## src/rtl/move_issue_pkg.sv

```systemverilog
// Shared types for the move-program issue sequencer: opcodes, instruction
// word layout (default widths) and the sequencer FSM states.
package move_issue_pkg;

  localparam int DEF_ADDR_W = 5;
  localparam int DEF_COND_W = 3;

  typedef enum logic [1:0] {
    OP_NOP  = 2'b00,
    OP_MOVE = 2'b01,
    OP_LOOP = 2'b10,
    OP_HALT = 2'b11
  } opcode_e;

  // MSB to LSB, as stored in instruction memory.
  typedef struct packed {
    opcode_e               opcode;
    logic [DEF_COND_W-1:0] cond_sel;
    logic                  p1;
    logic                  p2;
    logic [DEF_ADDR_W-1:0] addr1;
    logic [DEF_ADDR_W-1:0] addr2;
  } instr_t;

  typedef enum logic [2:0] {
    S_IDLE,
    S_FETCH,
    S_DECODE,
    S_ISSUE,
    S_FINISH
  } state_e;

endpackage

```

## src/rtl/move_instr_decode.sv

```systemverilog
// Combinational split of a packed move-program word into opcode and move
// argument fields; widths follow the sequencer parameters.
module move_instr_decode
  import move_issue_pkg::*;
#(
  parameter int ADDR_W = 5,
  parameter int COND_W = 3
) (
  input  logic [2+COND_W+2+2*ADDR_W-1:0] instr,
  output opcode_e                        opcode,
  output logic [COND_W-1:0]              cond_sel,
  output logic                           p1,
  output logic                           p2,
  output logic [ADDR_W-1:0]              addr1,
  output logic [ADDR_W-1:0]              addr2
);

  localparam int INSTR_W = 2 + COND_W + 2 + 2*ADDR_W;

  assign opcode   = opcode_e'(instr[INSTR_W-1 -: 2]);
  assign cond_sel = instr[2*ADDR_W+2 +: COND_W];
  assign p1       = instr[2*ADDR_W+1];
  assign p2       = instr[2*ADDR_W];
  assign addr1    = instr[ADDR_W +: ADDR_W];
  assign addr2    = instr[0 +: ADDR_W];

endmodule

```

## src/rtl/move_issue_seq.sv

```systemverilog
// Fetches move-program words, decodes them and issues moves to the execute
// stage over valid/ready. Define MOVE_ISSUE_STATS_EN to add issued_count.
module move_issue_seq
  import move_issue_pkg::*;
#(
  parameter int ADDR_W = 5,
  parameter int COND_W = 3,
  parameter int PC_W   = 8
) (
  input  logic                           clk,
  input  logic                           reset,
  input  logic                           start,
  input  logic [PC_W-1:0]                base_pc,
  input  logic [15:0]                    iterations,
  output logic                           imem_en,
  output logic [PC_W-1:0]                imem_addr,
  input  logic [2+COND_W+2+2*ADDR_W-1:0] imem_rdata,
  output logic                           op_valid,
  input  logic                           op_ready,
  output logic [ADDR_W-1:0]              op_data1,
  output logic [ADDR_W-1:0]              op_data2,
  output logic                           op_data1_pointer,
  output logic                           op_data2_pointer,
  output logic [COND_W-1:0]              op_cond_sel,
  output logic                           busy,
  output logic                           done,
  output logic                           error
`ifdef MOVE_ISSUE_STATS_EN
  ,
  output logic [15:0]                    issued_count
`endif
);

  state_e            state, state_nxt;
  logic [PC_W-1:0]   pc;
  logic [PC_W-1:0]   loop_pc;
  logic [15:0]       iter;

  opcode_e           dec_op;
  logic [COND_W-1:0] dec_cond;
  logic              dec_p1, dec_p2;
  logic [ADDR_W-1:0] dec_a1, dec_a2;

  logic start_acc, decoding, loop_back, advance, pc_last, handshake;

  move_instr_decode #(.ADDR_W(ADDR_W), .COND_W(COND_W)) u_decode (
    .instr    (imem_rdata),
    .opcode   (dec_op),
    .cond_sel (dec_cond),
    .p1       (dec_p1),
    .p2       (dec_p2),
    .addr1    (dec_a1),
    .addr2    (dec_a2)
  );

  assign start_acc = (state == S_IDLE) && start;
  assign decoding  = (state == S_DECODE);
  assign handshake = (state == S_ISSUE) && op_ready;
  assign pc_last   = &pc;
  assign loop_back = decoding && (dec_op == OP_LOOP) && (iter > 16'd1);
  // Every path that steps the PC forward; a step from all-ones is an overflow.
  assign advance   = handshake ||
                     (decoding && (dec_op == OP_NOP)) ||
                     (decoding && (dec_op == OP_LOOP) && !(iter > 16'd1));

  // NOTE: sequential state uses non-blocking assignments so every register
  // samples pre-edge values regardless of process evaluation order.
  always_ff @(posedge clk or posedge reset) begin
    if (reset) state <= S_IDLE;
    else       state <= state_nxt;
  end

  // NOTE: the default assignment first keeps this process free of latches.
  always_comb begin
    state_nxt = state;
    unique case (state)
      S_IDLE:   if (start) state_nxt = S_FETCH;
      S_FETCH:  state_nxt = S_DECODE;
      S_DECODE: begin
        if (dec_op == OP_MOVE)      state_nxt = S_ISSUE;
        else if (dec_op == OP_HALT) state_nxt = S_FINISH;
        else if (advance && pc_last) state_nxt = S_FINISH;
        else                        state_nxt = S_FETCH;
      end
      S_ISSUE:  if (op_ready) state_nxt = pc_last ? S_FINISH : S_FETCH;
      S_FINISH: state_nxt = S_IDLE;
      default:  state_nxt = S_IDLE;
    endcase
  end

  always_comb begin
    imem_en   = (state == S_FETCH);
    imem_addr = pc;
    op_valid  = (state == S_ISSUE);
    busy      = (state == S_FETCH) || (state == S_DECODE) || (state == S_ISSUE);
    done      = (state == S_FINISH);
  end

  // Loop target is captured at start so a changing base_pc cannot redirect a run.
  always_ff @(posedge clk or posedge reset) begin
    if (reset) begin
      pc               <= '0;
      loop_pc          <= '0;
      iter             <= '0;
      error            <= 1'b0;
      op_data1         <= '0;
      op_data2         <= '0;
      op_data1_pointer <= 1'b0;
      op_data2_pointer <= 1'b0;
      op_cond_sel      <= '0;
    end else begin
      if (start_acc) begin
        pc      <= base_pc;
        loop_pc <= base_pc;
        iter    <= (iterations == 16'd0) ? 16'd1 : iterations;
        error   <= 1'b0;
      end else if (loop_back) begin
        iter <= iter - 16'd1;
        pc   <= loop_pc;
      end else if (advance) begin
        if (pc_last) error <= 1'b1;
        else         pc    <= pc + PC_W'(1);
      end

      if (decoding && (dec_op == OP_MOVE)) begin
        op_data1         <= dec_a1;
        op_data2         <= dec_a2;
        op_data1_pointer <= dec_p1;
        op_data2_pointer <= dec_p2;
        op_cond_sel      <= dec_cond;
      end
    end
  end

`ifdef MOVE_ISSUE_STATS_EN
  always_ff @(posedge clk or posedge reset) begin
    if (reset)                               issued_count <= '0;
    else if (start_acc)                      issued_count <= '0;
    else if (handshake && !(&issued_count))  issued_count <= issued_count + 16'd1;
  end
`endif

endmodule

```

## config.mk

```make
export PLATFORM = sky130hd
export DESIGN_NAME = move_issue_seq
export DESIGN_NICKNAME = d
export VERILOG_FILES = /design/src/rtl/move_issue_pkg.sv /design/src/rtl/move_instr_decode.sv /design/src/rtl/move_issue_seq.sv
export SDC_FILE = /design/constraint.sdc
export NUM_CORES = 1
export LEC_CHECK = 0
export ABC_AREA = 1
export CORE_ASPECT_RATIO = 0.9
export CORE_MARGIN = 2
export CORE_UTILIZATION = 45
export CTS_BUF_LIST = sky130_fd_sc_hd__clkbuf_8
export CTS_CLUSTER_DIAMETER = 50
export DETAILED_ROUTE_END_ITERATION = 12
export GPL_TIMING_DRIVEN = 0
export PLACE_DENSITY = 0.79
export SLEW_MARGIN = 40
export SYNTH_ARGS = -nofsm -noshare
export SYNTH_HDL_FRONTEND = slang
export SYNTH_SLANG_ARGS = --single-unit
```

## constraint.sdc

```tcl
create_clock -name clk -period 1.8 [get_ports clk]
set_input_delay 0.36 -clock clk [delete_from_list [all_inputs] [get_ports clk]]
set_output_delay 0.36 -clock clk [all_outputs]
set_load 0.005 [all_outputs]
```

==> impl_metrics.yaml <==
setup_path:
  setup.worst_path.end_class: "flop"
  required_ns: 1.99
  r2r-start: "state[2]$_DFFE_PP0P_"
  worstPathArrival_ns: 1.92
  reg2reg_to: "iter[0]$_DFFE_PP0P_"
  r2r_slack_ns: 0.07
  crit_fanout: 10
  cp-start-kind: "flop"
  crit_type: "flop to flop"
  r2r_cells: 10
power_and_ir_drop:
  combPwrFrac_pct: 50.1
  leakage_uw: 0.00174
  p_switching_uw: 2330
  p_sw_share_pct: 39.4
  seqPwrFrac_pct: 35.9
  p_clk_share_pct: 13.9
  peakVddDrop_mv: 0.759
  intPower_uw: 3590
  power_density_nw_per_um2: 1500
yosys:
  synthCells: 332
  synth_area_leaders: "dfrtp_1, nand2_1, mux2_2"
  yosys_register_bits: 51
  synth_top_area_cell: "dfrtp_1"
  syn_area_per_cell_um2: 8.63
  ys_types: 36
  syn-cell-area_um2: 2870
  ys_warn_count: 0
  syn_nets: 380
  synth.top_cell.area_share_pct: 44.5
  synth_seq_area_share_pct: 44.5
grt:
  antenna_found_initial: 0
  grt_pass1_vias: 2724
  grt_max_degree: 43
  grt_pass1_wl_mm: 12.0
  track_usage_pct: 21.7
  overflow: 0
detailed_routing:
  via_per_inst: 5.20
  post_drt_wl_per_cell_um: 14.4
  wl_mm: 7.35
  antenna_left: 0
  num_vias: 2649
  drt_iter0_markers: 183
  drtPass1Iterations: 4
  remaining_drc_errors: 0
floorplanning:
  start_util_pct: 46.6
  ioPinCount: 73
  core-area_um2: 6150
  fp.dieH_um: 79.7
  fp.dieW_um: 88.1
  row_count: 27
  dieArea_um2: 7020
clocking:
  clk_pin_slew_ns: 0.10
  root_buffer: "clkbuf_8"
  h-tree-depth: 2
  numCtsBuffers: 5
  insertion_delay_ns: 0.31
  cts-hold-fix-buffers: 0
  cts_tree: "yes"
  cts_num_sinks: 51
  cts.path.max_buffers: 2
timing:
  fin_ws_ns: 0.0654
  clock_skew_ns: 0.00532
  hold_violations: 0
  min_period_ns: 1.73
  tns_ns: 0
  finalCritPeriodShare_pct: 96.4
  fmax_mhz: 577
  drv_slew: 0
  worst_slew_pin_slew_ns: 0.352
  slew_headroom_pct: 76.3
  setup_viol: 0
  rsz0062_at_grt: "yes"
placed_design:
  portBuffers: 72
  dp_hpwl_mm: 5.40
  routabilityCongestion: 0.852
  place_ws_ns: -0.141
cells_and_area:
  layout_commonest_cell: "nand2_1"
  finalNetCount: 469
  antenna_cells: 0
  syn_to_final_growth_pct: 37.9
  layout_common_cells: "nand2_1, clkdlybuf4s50_1, dfrtp_1"
  drive_gt1_share_pct: 19.7
flow_run:
  drv_cap: 0
run_status:
  status: "completed"
hold_path:
  min_path_type: "input pin to asynchronous set/reset pin"
[worst max path at each step]
stage                     slack, ns                      from  cells past startpoint                        to
final                          0.07      state[2]$_DFFE_PP0P_                     10       iter[0]$_DFFE_PP0P_
after global routing          -0.01  imem_addr[0]$_DFFE_PP0P_                      8  imem_addr[6]$_DFFE_PP0P_
after CTS                     0.005       iter[0]$_DFFE_PP0P_                     11       iter[0]$_DFFE_PP0P_
after detailed placement      -0.14            imem_rdata[15]                     10       iter[0]$_DFFE_PP0P_
after global placement        -0.80                     reset                      2  imem_addr[1]$_DFFE_PP0P_
after floorplan                0.21                     reset                      1         error$_DFFE_PP0P_
[state kept, by name, summed over array words and instances (netlist names)]
signal	count
iter	16
imem_addr	8
loop_pc	8
op_data1	5
op_data2	5
op_cond_sel	3
state	3
error	1
op_data1_pointer	1
op_data2_pointer	1
[synthesized netlist by cell type]
master / count
o221ai_1: 1
inv_2: 4
nor2_1: 33
buf_4: 4
o31ai_1: 3
nand3_1: 19
or2_2: 3
o211ai_1: 9
nor2_2: 6
mux2_2: 15
xnor2_1: 4
nand2_2: 5
nand3_2: 1
nor2_4: 1
o21ai_1: 5
nand2_8: 2
nand4_1: 4
o21ai_0: 13
nor4_1: 4
o211ai_2: 2
buf_2: 2
buf_6: 2
nand2_1: 73
a21oi_1: 12
nor3_2: 2
xor2_1: 5
dfrtp_1: 51
o22ai_1: 5
nor3_1: 7
nand3b_1: 1
nand2_4: 2
inv_4: 1
nand3_4: 2
a31oi_1: 2
inv_1: 24
ha_1: 3
[through the flow]
step                      hold slack [ns]  utilization (%)  power [µW]  std cells  area, µm²
after floorplan                     0.443                -        3750        332       2870
after global placement              0.460             60.1        4750        491       3690
after detailed placement            0.480             60.5        4900        492       3720
after CTS                           0.301             63.4        5840        505       3900
after global routing                0.298             64.2        6360        509       3950
final                               0.300             64.2        5910        509       3950
[per-layer routing]
layer	global-route usage, %	up-vias	part of all wire, %
met2	37.7	89	49
met5	0	-	0
li1	-	1289	-
met1	27.1	1261	44
met4	6.06	0	1.3
met3	4.76	10	6.2
[repair_timing]
action	4_1_cts	5_1_grt
pin swaps	2	2
endpoints found under the setup margin	13	19
cloned	0	0
buffers inserted	5	4
gates resized for setup	12	8
[power groups by stage]
stage                     Combinational [µW]  Sequential (µW)  Clock (µW)
after floorplan                         1700             2050           0
after global placement                  2670             2080           0
after global routing                    3290             2190         880
final                                   2960             2120         824
after CTS                               2900             2100         837
after detailed placement                2770             2120           0
[logic make-up after synthesis]
| family | synth area share (%) |
|---|---|
| fa+ha+maj | 1.31 |
| flops | 44.5 |
| buf+inv | 6.07 |
| compound gates | 11.1 |
| simple gates | 28.3 |
| xor+xnor | 2.75 |
| mux | 5.90 |
[critical path, cell delays in order, from the launching register on]
cell and delay [ns]:
dfrtp_2 0.46, buf_4 0.17, inv_2 0.07, nand3_2 0.11
nor2_2 0.21, nand2_8 0.11, nand2_8 0.11, inv_4 0.06
buf_8 0.14, nand2_1 0.06, o211ai_1 0.09
[final cells by class]
type / count / area, µm²
inverters: 29 / 114
multi-input cells: 244 / 1460
well taps: 87 / 109
plain buffers: 8 / 70.1
flip-flops and latches: 51 / 1280
clock buffers: 5 / 68.8
clock inverters: 3 / 43.8
fillers: 547 / 2200
repair buffers: 82 / 807
No activity file was read; power rests on OpenSTA's default activity.
